===== src/rtl/interrupt_halt_controller.sv =====
// interrupt_halt_controller: IE flag, pending latches, priority vectoring and halt/wake
module interrupt_halt_controller #(
    parameter int          NUM_IRQ       = 4,
    parameter logic [15:0] VECTOR_BASE   = 16'h0004,
    parameter int          VECTOR_STRIDE = 4
) (
    input  logic               CLK,
    input  logic               RESET_N,
    input  logic               COMMIT,
    input  logic               EIX,
    input  logic               DIX,
    input  logic               RETIX,
    input  logic               HALTX,
    input  logic [NUM_IRQ-1:0] IRQ,
    input  logic               INT_ACK,
    output logic               INT_REQ,
    output logic [15:0]        INT_VECTOR,
    output logic               IE,
    output logic               IN_SERVICE,
    output logic               HALTED,
    output logic [NUM_IRQ-1:0] PENDING
);
    typedef enum logic [1:0] {RUN, HALT, REQ, SERVICE} state_t;
    state_t state, state_nxt;
    logic [NUM_IRQ-1:0] irq_prev, rise, ack_clr;
    logic [2:0] sel, sel_q;
    logic [15:0] vec;
    logic take, ack, ret, halt_cmd, ei, di;
    assign rise     = IRQ & ~irq_prev;
    assign ei       = COMMIT & EIX;
    assign di       = COMMIT & DIX;
    assign halt_cmd = COMMIT & HALTX;
    assign ret      = COMMIT & RETIX & (state == SERVICE);
    assign ack      = INT_ACK & (state == REQ);
    assign take     = IE & ~IN_SERVICE & (|PENDING);
    assign ack_clr  = ack ? (NUM_IRQ'(1) << sel_q) : '0;
    assign vec      = VECTOR_BASE + 16'(32'(sel) * VECTOR_STRIDE);
    // lowest-numbered pending source has priority
    always_comb begin
        sel = '0;
        for (int i = NUM_IRQ - 1; i >= 0; i--)
            if (PENDING[i]) sel = 3'(i);
    end
    // state register
    always_ff @(posedge CLK or negedge RESET_N) begin
        if (!RESET_N) state <= RUN;
        else          state <= state_nxt;
    end
    // next state: a request is only raised from RUN or HALT, and wakes a halted core
    always_comb begin
        state_nxt = state;
        case (state)
            RUN:     state_nxt = take ? REQ : halt_cmd ? HALT : RUN;
            HALT:    state_nxt = take ? REQ : HALT;
            REQ:     state_nxt = ack ? SERVICE : REQ;
            SERVICE: state_nxt = ret ? RUN : halt_cmd ? HALT : SERVICE;
        endcase
    end
    // outputs decoded straight from the registered state
    always_comb begin
        INT_REQ = (state == REQ);
        HALTED  = (state == HALT);
    end
    // edge history, pending latches, IE, service flag and the frozen vector
    always_ff @(posedge CLK or negedge RESET_N) begin
        if (!RESET_N) begin
            irq_prev   <= '0;
            PENDING    <= '0;
            IE         <= 1'b0;
            IN_SERVICE <= 1'b0;
            INT_VECTOR <= 16'h0000;
            sel_q      <= '0;
        end else begin
            irq_prev   <= IRQ;
            PENDING    <= (PENDING & ~ack_clr) | rise;
            IE         <= (ack || di) ? 1'b0 : (ei || ret) ? 1'b1 : IE;
            IN_SERVICE <= ack ? 1'b1 : ret ? 1'b0 : IN_SERVICE;
            if (state_nxt == REQ && state != REQ) begin
                sel_q      <= sel;
                INT_VECTOR <= vec;
            end
        end
    end
endmodule


===== config.mk =====
export PLATFORM = sky130hd
export DESIGN_NAME = interrupt_halt_controller
export DESIGN_NICKNAME = d
export VERILOG_FILES = /design/src/rtl/interrupt_halt_controller.sv
export SDC_FILE = /design/constraint.sdc
export NUM_CORES = 1
export LEC_CHECK = 0
export CAP_MARGIN = 0
export CORE_MARGIN = 8
export CORE_UTILIZATION = 41
export DETAILED_ROUTE_END_ITERATION = 10
export PLACE_DENSITY = 0.76
export SLEW_MARGIN = 20
export SYNTH_ARGS = -nofsm -noshare
export SYNTH_HDL_FRONTEND = slang
export SYNTH_SLANG_ARGS = --single-unit

===== constraint.sdc =====
create_clock -name CLK -period 1.7 [get_ports CLK]
set_input_delay 0.34 -clock CLK [delete_from_list [all_inputs] [get_ports CLK]]
set_output_delay 0.34 -clock CLK [all_outputs]
set_load 0.05 [all_outputs]

==> reports/results.txt <==
Clock H-tree levels: 1
CTS Hold Bufs: 0
Final min period: 1.59 ns
Worst setup path category: register to register
Final Setup Violations: 0
Post-DP HPWL: 1340 um
Final Hold Vio Count: 0
Placer congestion estimate: 0.771
Vias in the first global route: 587
Number of synthesized flops with an enable pin: 0
Final setup margin: 0.109 ns
CP max FO: 6
DR vias: 596
Clock buffer count from CTS: 3
Placed Cells: 125
Clk pin slew, worst setup/hold paths: 0.09 ns
Syn-to-layout area delta: 26.4%
Final cell count without fillers: 129
Top_reg_cell synth: dfrtp_1
Crit path capture type: register
Remaining DRCs: 0
Setup_tns: 0 ns
Layout Skew: 0.00589 ns
Die area: 3780 um^2
Async S/R FF share, synth: 100%
N_diodes: 0
Post-CTS setup buffer count: 0
Routed Antenna Nets: 0
Worst skew pair latency: 0.29 ns
Yosys warnings: 0
Final Cycle Share: 93.6%
Leakage: 0.512 nW
Share of cells above drive strength 1: 24.5%
All-Layer GR Usage: 9.43%
Routed wire length: 1640 um
Crit start category: register
Initial antenna violation count: 0
Post-CTS resize count: 0
Post-synthesis sequential area ratio: 50.2%
Maximum buffer depth of the clock tree: 2
Mapped cell area: 847 um^2
Distinct cells, synth: 27
CTS tree: yes
Fmax: 0.629 GHz
Initial drt markers: 4
Max cap viols: 0
R2r endpoint: sel_q[1]
# IOs: 36
VDD IR-drop max: 0.784 mV
Largest net degree at the start of global routing: 18
Post-Syn Area per Cell: 11.0 um^2
Status: completed
Fin util: 54.6%
Max Slew Vio Count: 0
Most common cell after layout, fill and taps aside: conb_1
Worst reg2reg path startpoint: PENDING[0]
Initial core utilization: 43.2%
Fin area: 1070 um^2
Mapped Cells: 77
CTS Root Cell: clkbuf_4
Worst Path Arrival: 1.78 ns
Synth Register Bits: 17
Height of the die: 61.5 um
Hold Crit Class: input port to asynchronous set/reset pin
Critical Path Start: PENDING[0]
Worst-case reg-to-reg path depth: 3
Unrepaired setup endpoints after global routing: false
Core area: 1960 um^2
Pwr Density: 1580 nW/um^2
Flop-to-flop setup slack: 0.11 ns
Avg WL per Cell: 12.7 um
Via density per instance: 4.62
I/O Buffers: 22
Die Span X: 61.5 um
Wire length of the first global-routing pass: 2620 um
CTS sink count: 17
Drt pass-1 iters: 5
Rows: 16
Crit path required time: 1.89 ns
Dpl cell area: 1040 um^2
Grt ovf: 0
Most frequent cells in the layout: conb_1, dfrtp_1, clkdlybuf4s50_1, buf_4, inv_1
DP Worst Slack: 0.110 ns
Final net count: 116
[per-layer routing]
metal | up-vias | GRT usage [%] | part of all wire (%)
li1 | 291 | - | -
met1 | 275 | 10.4 | 40
met2 | 28 | 15.1 | 48
met3 | 2 | 5.22 | 12
met4 | 0 | 2.92 | 0.61
met5 | - | 0 | 0
[worst max-delay path, stage by stage (launching register included)]
cell and delay, ns:
dfrtp_2 0.44, nor4_1 0.36, or4b_1 0.36, mux2_4 0.33
[cell usage after synthesis (2+ instances only)]
cell	number	area share (%)
a21oi_1	3	1.8
buf_4	13	12
buf_6	2	2.7
dfrtp_1	17	50
inv_1	7	3.1
mux2_4	4	7.1
nand2_1	4	1.8
o211ai_1	2	1.8
o21ai_0	6	3.5
o31ai_1	2	1.8
[power by group]
part	switching (W)	internal (W)	leakage, nW
registers	0.0000994	0.000507	0.192
logic	0.000540	0.000335	0.305
clock network	0.000121	0.0000914	0.0150
[state kept, by name, indices dropped and copies added (netlist names)]
register and cells:
irq_prev 4, IN_SERVICE 1, sel_q 2, IE 1
state 2, PENDING 4, INT_VECTOR 3
[how the worst max path moves through the flow]
stage          slack, ns  cells after the start       endpoint
2_1_floorplan       0.02                      4  INT_VECTOR[3]
3_5_place_dp        0.11                      3       sel_q[1]
6_report            0.11                      3       sel_q[1]
3_3_place_gp        0.15                      2       sel_q[0]
5_1_grt             0.03                      3       sel_q[1]
4_1_cts              0.1                      3       sel_q[1]
[logic make-up (layout without fill, tap and decap cells)]
kind of cell | Yosys count | in the layout | synth area share, %
buffers and inverters | 22 | 35 | 17.3
adder cells (fa/ha/maj) | 1 | 1 | 1.48
AND/OR/NAND/NOR | 16 | 16 | 11.2
flip-flops | 17 | 17 | 50.2
multiplexers | 5 | 5 | 8.27
other | 1 | 13 | 0.443
AO/OA/AOI/OAI | 15 | 15 | 11.1
[per-stage QoR]
step                      power (W)  hold WS (ns)
final                       0.00169         0.359
after global routing        0.00178         0.361
after CTS                   0.00171         0.361
after detailed placement    0.00150         0.414
after global placement      0.00148         0.400
after floorplan             0.00123        0.0444
[area by class of cell]
cell class / count / area [um^2]
clock buffers: 4 / 26.3
inverters: 7 / 26.3
fillers: 182 / 891
well taps: 27 / 33.8
flip-flops and latches: 17 / 432
repair buffers: 24 / 233
multi-input cells: 50 / 320
No activity file was read; power rests on OpenSTA's default activity.
